==> src/rtl/mc_main_ctrl.sv <==
// mc_main_ctrl: multicycle MIPS main control FSM with memory-ready handshake and timeout; `define MC_JUMP_EN enables the j instruction
module mc_main_ctrl #(
  parameter int OP_W     = 6,
  parameter int ALU_OP_W = 3,
  parameter int TMO_W    = 4
) (
  input  logic                clk_i,
  input  logic                rst_i,
  input  logic [OP_W-1:0]     instr_op_i,
  input  logic                mem_ready_i,
  output logic                mem_read_o,
  output logic                mem_write_o,
  output logic                i_or_d_o,
  output logic                ir_write_o,
  output logic                pc_write_o,
  output logic                pc_write_cond_o,
  output logic [1:0]          pc_src_o,
  output logic                alu_src_a_o,
  output logic [1:0]          alu_src_b_o,
  output logic [ALU_OP_W-1:0] alu_op_o,
  output logic                reg_dst_o,
  output logic                mem_to_reg_o,
  output logic                reg_write_o,
  output logic                instr_done_o,
  output logic                illegal_o,
  output logic                bus_err_o,
  output logic [3:0]          state_o
);
  typedef enum logic [3:0] {
    FETCH    = 4'd0,
    DECODE   = 4'd1,
    MEM_ADDR = 4'd2,
    MEM_RD   = 4'd3,
    MEM_WB   = 4'd4,
    MEM_WR   = 4'd5,
    R_EXE    = 4'd6,
    R_WB     = 4'd7,
    BEQ      = 4'd8,
    I_EXE    = 4'd9,
`ifdef MC_JUMP_EN
    I_WB     = 4'd10,
    JUMP     = 4'd11
`else
    I_WB     = 4'd10
`endif
  } state_t;

  localparam logic [OP_W-1:0] OP_R     = OP_W'(6'b000000);
  localparam logic [OP_W-1:0] OP_LW    = OP_W'(6'b100011);
  localparam logic [OP_W-1:0] OP_SW    = OP_W'(6'b101011);
  localparam logic [OP_W-1:0] OP_BEQ   = OP_W'(6'b000100);
  localparam logic [OP_W-1:0] OP_ADDI  = OP_W'(6'b001000);
  localparam logic [OP_W-1:0] OP_SLTIU = OP_W'(6'b001011);
`ifdef MC_JUMP_EN
  localparam logic [OP_W-1:0] OP_J     = OP_W'(6'b000010);
`endif

  state_t             state, state_nxt;
  logic [TMO_W-1:0]   cnt;
  logic               is_sw, is_sltiu;
  logic               wait_st, tmo;

  assign wait_st = (state == FETCH) || (state == MEM_RD) || (state == MEM_WR);
  assign tmo     = wait_st && !mem_ready_i && (cnt == {TMO_W{1'b1}});
  assign state_o = state;

  // state register, wait counter, sticky bus error and opcode flags latched in DECODE
  always_ff @(posedge clk_i or negedge rst_i) begin
    if (!rst_i) begin
      state     <= FETCH;
      cnt       <= '0;
      bus_err_o <= 1'b0;
      is_sw     <= 1'b0;
      is_sltiu  <= 1'b0;
    end else begin
      state     <= state_nxt;
      cnt       <= (state_nxt != state || tmo) ? '0 : (wait_st && !mem_ready_i) ? cnt + 1'b1 : cnt;
      bus_err_o <= bus_err_o | tmo;
      if (state == DECODE) begin
        is_sw    <= instr_op_i == OP_SW;
        is_sltiu <= instr_op_i == OP_SLTIU;
      end
    end
  end

  // next state and datapath controls; strobes forced low while reset is held
  always_comb begin
    state_nxt       = state;
    mem_read_o      = 1'b0;
    mem_write_o     = 1'b0;
    i_or_d_o        = 1'b0;
    ir_write_o      = 1'b0;
    pc_write_o      = 1'b0;
    pc_write_cond_o = 1'b0;
    pc_src_o        = 2'b00;
    alu_src_a_o     = 1'b0;
    alu_src_b_o     = 2'b00;
    alu_op_o        = '0;
    reg_dst_o       = 1'b0;
    mem_to_reg_o    = 1'b0;
    reg_write_o     = 1'b0;
    instr_done_o    = 1'b0;
    illegal_o       = 1'b0;
    case (state)
      FETCH: begin
        mem_read_o   = 1'b1;
        alu_src_b_o  = 2'b01;
        ir_write_o   = mem_ready_i;
        pc_write_o   = mem_ready_i;
        instr_done_o = tmo;
        state_nxt    = mem_ready_i ? DECODE : FETCH;
      end
      DECODE: begin
        alu_src_b_o = 2'b11;
        if (instr_op_i == OP_LW || instr_op_i == OP_SW) state_nxt = MEM_ADDR;
        else if (instr_op_i == OP_R) state_nxt = R_EXE;
        else if (instr_op_i == OP_BEQ) state_nxt = BEQ;
        else if (instr_op_i == OP_ADDI || instr_op_i == OP_SLTIU) state_nxt = I_EXE;
`ifdef MC_JUMP_EN
        else if (instr_op_i == OP_J) state_nxt = JUMP;
`endif
        else begin
          illegal_o    = 1'b1;
          instr_done_o = 1'b1;
          state_nxt    = FETCH;
        end
      end
      MEM_ADDR: begin
        alu_src_a_o = 1'b1;
        alu_src_b_o = 2'b10;
        state_nxt   = is_sw ? MEM_WR : MEM_RD;
      end
      MEM_RD: begin
        mem_read_o   = 1'b1;
        i_or_d_o     = 1'b1;
        instr_done_o = tmo;
        state_nxt    = mem_ready_i ? MEM_WB : tmo ? FETCH : MEM_RD;
      end
      MEM_WB: begin
        reg_write_o  = 1'b1;
        mem_to_reg_o = 1'b1;
        instr_done_o = 1'b1;
        state_nxt    = FETCH;
      end
      MEM_WR: begin
        mem_write_o  = 1'b1;
        i_or_d_o     = 1'b1;
        instr_done_o = mem_ready_i | tmo;
        state_nxt    = (mem_ready_i | tmo) ? FETCH : MEM_WR;
      end
      R_EXE: begin
        alu_src_a_o = 1'b1;
        alu_op_o    = ALU_OP_W'(3'b010);
        state_nxt   = R_WB;
      end
      R_WB: begin
        reg_write_o  = 1'b1;
        reg_dst_o    = 1'b1;
        instr_done_o = 1'b1;
        state_nxt    = FETCH;
      end
      BEQ: begin
        alu_src_a_o     = 1'b1;
        alu_op_o        = ALU_OP_W'(3'b001);
        pc_write_cond_o = 1'b1;
        pc_src_o        = 2'b01;
        instr_done_o    = 1'b1;
        state_nxt       = FETCH;
      end
      I_EXE: begin
        alu_src_a_o = 1'b1;
        alu_src_b_o = 2'b10;
        alu_op_o    = is_sltiu ? ALU_OP_W'(3'b100) : ALU_OP_W'(3'b011);
        state_nxt   = I_WB;
      end
      I_WB: begin
        reg_write_o  = 1'b1;
        instr_done_o = 1'b1;
        state_nxt    = FETCH;
      end
`ifdef MC_JUMP_EN
      JUMP: begin
        pc_write_o   = 1'b1;
        pc_src_o     = 2'b10;
        instr_done_o = 1'b1;
        state_nxt    = FETCH;
      end
`endif
      default: state_nxt = FETCH;
    endcase
    if (!rst_i) begin
      mem_read_o      = 1'b0;
      mem_write_o     = 1'b0;
      ir_write_o      = 1'b0;
      pc_write_o      = 1'b0;
      pc_write_cond_o = 1'b0;
      reg_write_o     = 1'b0;
      instr_done_o    = 1'b0;
      illegal_o       = 1'b0;
    end
  end
endmodule

==> config.mk <==
export PLATFORM = sky130hd
export DESIGN_NAME = mc_main_ctrl
export DESIGN_NICKNAME = d
export VERILOG_FILES = /design/src/rtl/mc_main_ctrl.sv
export SDC_FILE = /design/constraint.sdc
export NUM_CORES = 1
export LEC_CHECK = 0
export CAP_MARGIN = 20
export CORE_UTILIZATION = 34
export CTS_CLUSTER_SIZE = 14
export DETAILED_ROUTE_END_ITERATION = 10
export PLACE_DENSITY = 0.71
export SLEW_MARGIN = 0
export SYNTH_ARGS = -nofsm -noshare
export SYNTH_HDL_FRONTEND = slang
export SYNTH_SLANG_ARGS = --single-unit
==> constraint.sdc <==
create_clock -name clk_i -period 1.54 [get_ports clk_i]
set_input_delay 0.154 -clock clk_i [delete_from_list [all_inputs] [get_ports clk_i]]
set_output_delay 0.154 -clock clk_i [all_outputs]
set_load 0.01 [all_outputs]
## Yosys cells after proc, flatten, opt, wreduce, memory -nomap -nowiden

Cells that the tools add are included.

| cells by class | value |
|---|---|
| add/subtract/negate cells | 1 |
| multipliers | 0 |
| divide/modulo/power cells | 0 |
| $lt $le $gt $ge | 0 |
| equality and inequality tests | 17 |
| shift operators | 0 |
| muxes and demuxes | 38 |
| bitwise gates (word level) | 2 |
| reductions and logical operators | 17 |

Operators with widths:

| operator | count |
|---|---|
| $pmux 4 s7 | 1 |
| $mux 4 | 6 |
| $mux 1 | 23 |
| $eq 4x3->1 const B | 4 |
| $eq 4x4->1 const B | 4 |
| $eq 6x4->1 const B | 2 |
| $eq 6x6->1 const B | 2 |
| $mux 3 | 4 |
| $pmux 3 s3 | 1 |
| $eq 4x2->1 const B | 2 |
| $reduce_or 4->1 | 2 |
| $eq 6x3->1 const B | 1 |
| $logic_not 6->1 | 1 |
| $pmux 2 s3 | 1 |
| $reduce_or 2->1 | 3 |
| $logic_or 1x1->1 | 5 |
| $add 4x1->4 const B | 1 |
| $eq 4x1->1 const B | 1 |
| $logic_not 4->1 | 1 |
| $ne 4x4->1 | 1 |
| $pmux 1 s4 | 1 |
| $reduce_or 3->1 | 1 |
| $logic_and 1x1->1 | 2 |
| $mux 2 | 1 |
| other kinds (3) | 4 |

| storage, ports and cells | value |
|---|---|
| register bits | 11 |
| latch bits | 0 |
| RAM bits | 0 |
| bits in read-only memories | 0 |
| output and inout bits | 24 |
| logic and storage cells | 80 |
| memories kept | 0 |

## Depth between registers and ports, before layout

Gate-level depths: netlist (run 1).

| logic depth | value |
|---|---|
| word-level depth | 11 |
| depth in mapped cells | 7 |

## Least setup slack after synthesis (run 1)

Ideal clock, no wire load.

| timing path | value |
|---|---|
| path kind | register to output |
| start point | register state[2] (netlist: state_o[2]) |
| end point | output pc_write_o |
| data arrival time | 1.578 ns |
| required time | 1.386 ns |
| setup slack | -0.192 ns |
| stages on the path, launching flop included | 6 |
| path buffers | 2 |
| path through | dfrtp_1 buf_6 nor2_1 nand2_1 nor4b_1 buf_4 |

| on the way | value |
|---|---|
| cells in the longest elaborated chain, start to end | 3 |

Ends and longest elaborated chain:

| what | RTL line | RTL |
|---|---|---|
| start: declaration | 58 | `state_t state, state_nxt;` |
| start signal: assignment | 76 | `state <= state_nxt;` |
| $logic_not 4->1 | - |  |
| $mux 1 (2 in series) | - |  |
| end: declaration | 15 | `output logic pc_write_o,` |

Every way passes these cells.

## Worst setup path in the final report (run 1)

| timing path | value |
|---|---|
| start point | register state[0] (netlist: state_o[0]) |
| end point | output instr_done_o |

| on the way | value |
|---|---|
| cells in the longest elaborated chain, start to end | 8 |

Ends and longest elaborated chain:

| what | RTL line | RTL |
|---|---|---|
| $eq 4x2->1 or $logic_not 4->1 (tied branches) | 63, 104 |  |
| $logic_or 1x1->1 (2 in series) | 63 | `assign wait_st = (state == FETCH) \|\| (state == MEM_RD) \|\| (state == MEM_WR);` |
| $logic_and 1x1->1 (2 in series) | 64 | `assign tmo = wait_st && !mem_ready_i && (cnt == {TMO_W{1'b1}});` |
| $or 1x1->1 | 148 | `instr_done_o = mem_ready_i \| tmo;` |
| $pmux 1 s4 * | 104 | `case (state)` |
| $mux 1 * | 191 | `if (!rst_i) begin` |
| end: declaration | 24 | `output logic instr_done_o,` |

Mark *: on every way between the ends. The rest lies on a longest branch, timed or not.

==> results of run 1 <==
## metrics by stage
| step | hold WS [ps] | total power [uW] | worst slack (ps) | cells | utilization, % |
|---|---|---|---|---|---|
| 3_3_place_gp | 448 | 1890 | -511 | 249 | 58.3 |
| 2_1_floorplan | -142 | 1180 | -71.6 | 136 | - |
| 5_1_grt | 25.2 | 3140 | -344 | 281 | 76.2 |
| 4_1_cts | 12.7 | 2540 | -294 | 273 | 68.5 |
| 3_5_place_dp | 497 | 1940 | -560 | 249 | 58.3 |
| 6_report | 23.7 | 3020 | -314 | 281 | 76.2 |
## power groups by stage
| stage | sequential, uW | combinational [uW] | clock, uW |
|---|---|---|---|
| 5_1_grt | 401 | 2510 | 226 |
| 4_1_cts | 396 | 1930 | 210 |
| 3_3_place_gp | 376 | 1520 | 0 |
| 2_1_floorplan | 372 | 809 | 0 |
| 3_5_place_dp | 379 | 1560 | 0 |
| 6_report | 398 | 2400 | 218 |
## worst max-delay path, cell delays in order, from the launching register on
cell and delay, ps:
dfrtp_2 460, nand2b_4 170, or2_4 270, o311ai_2 100, a21oi_1 90, o21a_1 180
buf_2 130
## routing by layer
layer	GRT usage (%)	vias up	part of all wire (%)
li1	-	696	-
met2	49.8	94	54
met4	15.0	0	5.4
met5	0	-	0
met1	30.1	736	35
met3	4.40	29	5.4
## cell families (layout without fill, tap and decap cells)
logic type / after synthesis / after routing
adder cells (fa/ha/maj): 1 / 1
flip-flops: 11 / 11
multiplexers: 1 / 1
buffers and inverters: 17 / 118
AND/OR/NAND/NOR: 64 / 64
AO/OA/AOI/OAI: 35 / 35
other: 1 / 1
XOR/XNOR: 6 / 6
## final timing paths
check	cells after the start	slack, ps	end	from
max in group asynchronous	2	1310	state_o[3]	rst_i
max reg2reg	6	-250	cnt[3]	state_o[3]
max	6	-310	instr_done_o	state_o[0]
min in group clk_i	4	450	is_sltiu	instr_op_i[0]
min reg2reg	1	540	bus_err_o	bus_err_o
min	2	20	is_sw	rst_i
## layout make-up
cell class / count / area share (%)
repair buffers: 110 / 39.4
well taps: 44 / 2.38
inverters: 4 / 0.650
clock buffers: 4 / 1.14
multi-input cells: 108 / 44.3
flip-flops and latches: 11 / 12.1
## repair_timing
action | 4_1_cts | 5_1_grt
hold endpoints to repair | 0 | 0
pin swaps | 19 | 18
gates resized for setup | 143 | 34
endpoints found under the setup margin | 27 | 25
buffers inserted | 20 | 9
cloned | 0 | 0
## state kept, by name (all words and copies together) (netlist names)
name / cells
cnt: 4
state_o: 4
bus_err_o: 1
is_sltiu: 1
is_sw: 1
## synth_stat cells (all sizes together) (2+ instances only)
| cell | n | area [um2] |
|---|---|---|
| inv | 4 | 15.0 |
| nor2b | 3 | 18.8 |
| xor2 | 5 | 51.3 |
| dfrtp | 11 | 275 |
| a211oi | 2 | 15.0 |
| o311ai | 2 | 17.5 |
| o41ai | 2 | 17.5 |
| nand3 | 6 | 30.0 |
| buf | 10 | 73.8 |
| nand2 | 4 | 15.0 |
| nand2b | 9 | 56.3 |
| nor4b | 3 | 32.5 |
| nor3 | 12 | 60.1 |
| o32ai | 2 | 17.5 |
| nor4 | 2 | 12.5 |
| or3 | 4 | 30.0 |
| clkbuf | 3 | 11.3 |
| a21oi | 7 | 35.0 |
| and2 | 2 | 12.5 |
| nor2 | 15 | 66.3 |
| o21ai | 10 | 50.1 |
==> impl_metrics.csv, run 1 <==
group,metric,value,unit
run_status,status,"complete, but fails checks",
run_status,violations,"negative setup slack",
drt,drt_pass1_iterations,6,
setup_path,cp_max_fo,5,
power_and_ir_drop,clockPowerShare,7.2,%
clock_tree,cts-root-buf,"clkbuf_4",
sta,period_minus_slack,1850,ps
power_and_ir_drop,power.switching,1330,uW
sta,finalSetupViolations,19,
flow_run,cap_viol_max_count,0,
sta,rsz0062_at_grt,"yes",
clock_tree,clock_latency,280,ps
grt,grt_usage,27.3,%
floorplanning,rows,20,
floorplanning,pin_count,33,
setup_path,endpoint_kind,"primary output",
floorplanning,die_area,3420,um2
power_and_ir_drop,swShare,44.0,%
clock_tree,clock_sinks,11,
layout,area_growth,113,%
synthesis,yosysWarnings,0,
clock_tree,ctsHoldBuffers,0,
layout,layout_common_cells,"buf_4 (54), buf_6 (25), buf_2 (16)",
synthesis,synthMuxAreaShare,0.924,%
synthesis,avgSynthCellArea,7.97,um2
clock_tree,htree_levels,1,
layout,multi_input_area,1020,um2
synthesis,synth_fp_nets,146,
synthesis,synth_area,1080,um2
sta,fmax,0.539,GHz
drt,drc,0,
synthesis,synth-edff-count,0,
floorplanning,die_x,58.5,um
grt,antenna_found_initial,0,
synthesis,synthAdderAreaFrac,1.15,%
setup_path,crit_type,"reg -> out",
sta,setup-tns-final,-2480,ps
layout,stdcell_area,2310,um2
synthesis,synth_cell_types,47,
synthesis,synth_compound_area_share,22.9,%
floorplanning,start_util,35.8,%
floorplanning,die_y,58.5,um
layout,seq_area,280,um2
place,numPortBuffers,31,
synthesis,ys_seq_area_share,25.4,%
layout,fillCellCount,184,
power_and_ir_drop,p_int,1690,uW
grt,grt_overflow_total,0,
power_and_ir_drop,power_density,1310,nW/um2
drt,ant_nets,0,
place,place_congestion,0.887,
sta,finalHoldViolCount,0,
layout,final_common_cell,"buf_4",
synthesis,synth_cells,136,
synthesis,synth_top_family_by_area,"simple AND/OR/NAND/NOR gates",
setup_path,crit_required,1390,ps
power_and_ir_drop,peakVddDrop,0.892,mV
place,placed_area,1760,um2
sta,period_share,120,%
synthesis,synth-simple-area-share,34.5,%
layout,drive_above_1_share,65.4,%
power_and_ir_drop,combPwrFrac,79.6,%
layout,diodes,0,
grt,grt_start_max_net_pins,10,
clock_tree,clockBufferDepth,2,
hold_path,hold_path_class,"in -> async",
floorplanning,core,3030,um2
power_and_ir_drop,p_seq_share,13.2,%
synthesis,synth_xor_area_share,5.54,%
setup_path,worst_ep_arrival_time,1700,ps
drt,drt_iter0_markers,69,
sta,fin_ws,-314,ps
setup_path,start_kind,"flip-flop",
layout,nets,248,
power_and_ir_drop,p_leak,0.00106,uW
grt,grt_pass1_wl,6.93,mm
synthesis,synth_flop_cell,"dfrtp_1",
sta,final_max_slew_viol_count,0,
drt,wire_per_inst,18.7,um
drt,via_per_inst,5.53,
place,dp_hpwl,2.85,mm
drt,finalWirelength,5.25,mm
clock_tree,cts_inserted_buffers,3,
synthesis,synth-seq-cells,11,
clock_tree,clk_pin_slew,90,ps
sta,skew,8.65,ps
clock_tree,cts_tree,"done",
synthesis,synthArstFlopShare,100,%
grt,grt_pass1_vias,1504,
drt,num_vias,1555,
Note: power is estimated with default switching activity, not from simulation.
==> run 2, diff against run 1 <==
SETUP_SLACK_MARGIN = 0.2   (was unset)
==> run 2 against run 1 <==
  * Clock power increased by 5%
  * Largest cell class unchanged
  * Die area unchanged
  * Critical path depth grew 2
  * Hold slack gained 270 ps
  * Sequential power increased by 2%
  * The run still ends with negative setup slack left
  * Highest routed layer unchanged
  * Largest power group unchanged
  * Via count grew 9.9%
  * Routed wire length rose by 20%
  * Sequential share of layout area shrank 1.2 points
  * Setup slack got worse by 90 ps
  * Global-route usage rose by 2.5 points
  * Sequential cell count is the same
==> impl_metrics.csv, run 2 (synthesis results as in run 1) <==
group,metric,value,unit
sta,period_minus_slack,1940,ps
drt,via_per_inst,5.83,
grt,grt_pass1_vias,1606,
setup_path,reg2reg_to,"cnt[3]",
clock_tree,clockBufferDepth,2,
layout,nets,260,
floorplanning,pin_count,33,
floorplanning,core,3030,um2
drt,drt_pass1_iterations,5,
clock_tree,cts_inserted_buffers,3,
layout,layout_common_cells,"buf_4 (56), buf_6 (36), buf_2 (16)",
power_and_ir_drop,p_leak,0.00116,uW
sta,rsz0062_at_grt,"yes",
setup_path,r2r-start,"state_o[0]",
setup_path,crit_type,"reg -> reg",
layout,diodes,0,
layout,final_common_cell,"buf_4",
sta,fin_ws,-404,ps
drt,drt_iter0_markers,78,
floorplanning,die_x,58.5,um
layout,area_growth,136,%
floorplanning,die_area,3420,um2
power_and_ir_drop,power_density,1340,nW/um2
setup_path,ff2ff_setup_slack,-400,ps
hold_path,hold_path_class,"in -> async",
sta,period_share,126,%
layout,drive_above_1_share,73.1,%
place,place_congestion,0.882,
drt,ant_nets,0,
place,dp.cells,257,
drt,wire_per_inst,21.5,um
setup_path,crit_required,1730,ps
drt,drc,0,
clock_tree,clock_sinks,11,
clock_tree,htree_levels,1,
grt,grt_usage,29.8,%
clock_tree,cts_tree,"done",
power_and_ir_drop,peakVddDrop,0.904,mV
floorplanning,rows,20,
sta,skew,12.2,ps
setup_path,worstRegToRegCells,8,
clock_tree,clk_pin_slew,90,ps
floorplanning,start_util,35.8,%
sta,finalHoldViolCount,0,
setup_path,worst_ep_arrival_time,2130,ps
sta,holdWs,293,ps
run_status,violations,"negative setup slack",
grt,grt_start_max_net_pins,13,
sta,finalSetupViolations,23,
grt,grt_overflow_total,0,
grt,antenna_found_initial,0,
clock_tree,cts-root-buf,"clkbuf_4",
grt,grt_pass1_wl,7.60,mm
drt,finalWirelength,6.31,mm
layout,stdcell_count,293,
run_status,status,"complete, but fails checks",
sta,final_max_slew_viol_count,0,
drt,num_vias,1709,
sta,fmax,0.514,GHz
floorplanning,die_y,58.5,um
flow_run,cap_viol_max_count,0,
place,numPortBuffers,31,
setup_path,endpoint_kind,"flip-flop",
setup_path,start_kind,"flip-flop",
setup_path,cp_max_fo,4,
place,dp_hpwl,2.93,mm
clock_tree,clock_latency,290,ps
run 2: cell count changes in the layout (fill, tap and decap cells not counted), sizes merged:
cell | previous run | this run
clkbuf | 5 | 4
dlygate4sd2 | 8 | 6
dlymetal6s2s | 1 | 0
buf | 96 | 112
run 2: how the worst max path moves through the flow:
stage | start | endpoint | slack [ps]
finish | state_o[0] | cnt[3] | -400
global route | state_o[0] | cnt[3] | -490
CTS | state_o[2] | cnt[3] | -250
detailed placement | instr_op_i[2] | instr_done_o | -540
global placement | instr_op_i[2] | instr_done_o | -520
floorplan | state_o[2] | cnt[3] | -70
run 2: power breakdown:
group | total, uW | leakage [uW] | internal [uW] | switching (uW)
combinational | 2800 | 0.000996 | 1470 | 1330
sequential | 407 | 0.000145 | 335 | 71.9
clock | 229 | 0.0000150 | 101 | 128
run 2: cell type report:
cell class	count	area, um2
inverters	4	17.5
repair buffers	122	1070
flip-flops and latches	11	280
fillers	138	470
well taps	44	55.1
multi-input cells	108	1110
clock buffers	4	26.3
run 2: repair_timing:
action | 4_1_cts | 5_1_grt
cloned | 0 | 0
buffers inserted | 17 | 15
resized for setup | 157 | 49
pin swaps | 21 | 14
hold endpoints to repair | 0 | 0
endpoints found under the setup margin | 33 | 32
hold buffers | 0 | 0
run 2: metrics by stage:
step | util (%) | area, um2 | setup slack, ps | power (uW) | TNS [ps]
after floorplan | - | 1170 | -71.6 | 1300 | -136
after global placement | 62.1 | 1880 | -516 | 2030 | -5990
after detailed placement | 62.1 | 1880 | -542 | 2070 | -6720
after CTS | 73.2 | 2220 | -249 | 2730 | -2210
after global routing | 84.5 | 2560 | -495 | 3550 | -6190
final | 84.5 | 2560 | -404 | 3430 | -5170
run 2: worst max-delay path, cell delays in order, from the launching register on:
cell and delay [ps]:
dfrtp_2 470, buf_6 140, buf_6 120, nor3_4 220
a211oi_4 60, buf_6 130, o21ai_2 150, nand4_1 240
nor4bb_2 310
run 2: metal layers:
metal	GRT usage (%)	part of all wire [%]	vias to the layer above
met5	0	0	-
met2	50.9	49	122
met3	5.71	7.9	36
met1	35.9	38	827
met4	14.6	5.0	0
li1	-	-	724
==> run 3, diff against run 2 <==
PLACE_DENSITY = 0.69   (was 0.71)
clock period = 2.3 ns   (was 1.54 ns; I/O delays follow)
==> run 3 against run 2 <==
  * The run now ends clean
  * Die area is the same
  * Utilization shrank 31 points
  * Sequential power shrank 38%
  * Hold slack gained 10 ps
==> impl_metrics.csv, run 3 (synthesis results as in run 1) <==
group,metric,value,unit
drt,drt_iter0_markers,22,
setup_path,slowest_stage,"dfrtp_1",
setup_path,worst_ep_arrival_time,1970,ps
clock_tree,cts-root-buf,"clkbuf_4",
setup_path,cp_max_fo,12,
setup_path,r2r-start,"state_o[3]",
setup_path,endpoint_kind,"primary output",
drt,finalWirelength,3.42,mm
layout,area_growth,50.7,%
drt,wire_per_inst,15.0,um
floorplanning,rows,20,
sta,fmax,0.455,GHz
clock_tree,cts_tree,"done",
floorplanning,core,3030,um2
place,place_congestion,0.854,
sta,finalHoldViolCount,0,
run_status,status,"finished clean",
clock_tree,clock_latency,280,ps
clock_tree,clock_sinks,11,
drt,via_per_inst,5.37,
sta,tightest_slew,590,ps
place,dp_hpwl,2.50,mm
layout,nets,195,
sta,skew,19.6,ps
setup_path,crit_type,"reg -> out",
sta,setup-tns-final,0,ps
setup_path,start_kind,"flip-flop",
setup_path,worstRegToRegCells,7,
place,dp_worst_setup_slack,37.6,ps
floorplanning,pin_count,33,
clock_tree,clk_pin_slew,100,ps
layout,fillCellCount,289,
clock_tree,cts_inserted_buffers,3,
layout,drive_above_1_share,26.6,%
power_and_ir_drop,power_density,783,nW/um2
sta,period_share,95.7,%
grt,antenna_found_initial,0,
layout,layout_common_cells,"buf_4 (24), clkdlybuf4s50_1 (21), nor3_1 (12)",
hold_path,hold_path_class,"in -> async",
sta,period_minus_slack,2200,ps
sta,rsz0062_at_grt,"yes",
power_and_ir_drop,p_leak,0.000700,uW
grt,grt_overflow_total,0,
drt,num_vias,1225,
sta,finalSetupViolations,0,
floorplanning,die_y,58.5,um
clock_tree,ctsHoldBuffers,0,
grt,grt_usage,20.4,%
floorplanning,start_util,35.8,%
setup_path,ff2ff_setup_slack,350,ps
sta,slew_headroom,60.2,%
setup_path,startpoint,"state_o[0]",
place,numPortBuffers,31,
sta,fin_ws,99.9,ps
layout,multi_input_area,756,um2
flow_run,cap_viol_max_count,0,
sta,final_max_slew_viol_count,0,
layout,diodes,0,
clock_tree,clockBufferDepth,2,
grt,grt_pass1_wl,5.33,mm
floorplanning,die_area,3420,um2
drt,ant_nets,0,
setup_path,crit_required,2070,ps
floorplanning,die_x,58.5,um
setup_path,critPathMaxStageDelay,430,ps
drt,drt_pass1_iterations,4,
setup_path,crit_path_cell_trace,"buf_4 > o21ai_0 > o311ai_2 > a21oi_1 > o21a_1 > dlygate4sd2_1",
power_and_ir_drop,peakVddDrop,0.430,mV
drt,drc,0,
grt,grt_pass1_vias,1117,
layout,seq_area,277,um2
grt,grt_start_max_net_pins,19,
setup_path,reg2reg_to,"cnt[3]",
layout,final_common_cell,"buf_4",
clock_tree,htree_levels,1,
==> run 3: what timing repair did <==
item                       4_1_cts  5_1_grt
pin swaps                        0        1
buffers inserted                 1        8
setup endpoints to repair       10        5
gates resized for setup         20        7
==> run 3: how the worst max path moves through the flow <==
stage,end,cells past startpoint
after floorplan,pc_write_o,5
after global placement,instr_done_o,6
after detailed placement,instr_done_o,6
after CTS,i_or_d_o,4
after global routing,instr_done_o,6
final,instr_done_o,6
==> run 3: cell type report <==
cell class              count  area share (%)
well taps                  44            3.37
clock buffers               4            1.61
inverters                   4           0.920
multi-input cells         108            46.3
flip-flops and latches     11            16.9
repair buffers             57            30.9
==> run 3: power by group <==
group	total, uW	internal, uW	switching (uW)
registers	251	221	29.5
logic	882	410	472
clock network	145	67.1	78.0
total	1280	698	580
==> run 3: stage by stage <==
step | hold slack, ps | power, uW | util [%] | std cells | instance area, um2
global route | 316 | 1360 | 53.9 | 228 | 1630
detailed placement | 463 | 1090 | 49.3 | 215 | 1490
finish | 303 | 1280 | 53.9 | 228 | 1630
CTS | 303 | 1240 | 51.0 | 220 | 1540
floorplan | -65.6 | 768 | - | 136 | 1080
global placement | 451 | 1070 | 49.3 | 215 | 1490
==> run 3: layer usage <==
layer  share of wire, %  track usage [%]  vias up
li1                   -                -      592
met1                 45             26.3      583
met2                 47             34.0       42
met3                5.3             3.74        8
met4                2.5             7.82        0
met5                  0                0        -
==> run 3: worst max-delay path, delay by kind of cell, from the launching register on <==
kind / cells / cell delay, ps
flip-flops: 1 / 430
buffers and inverters: 2 / 470
AO/OA/AOI/OAI: 4 / 810
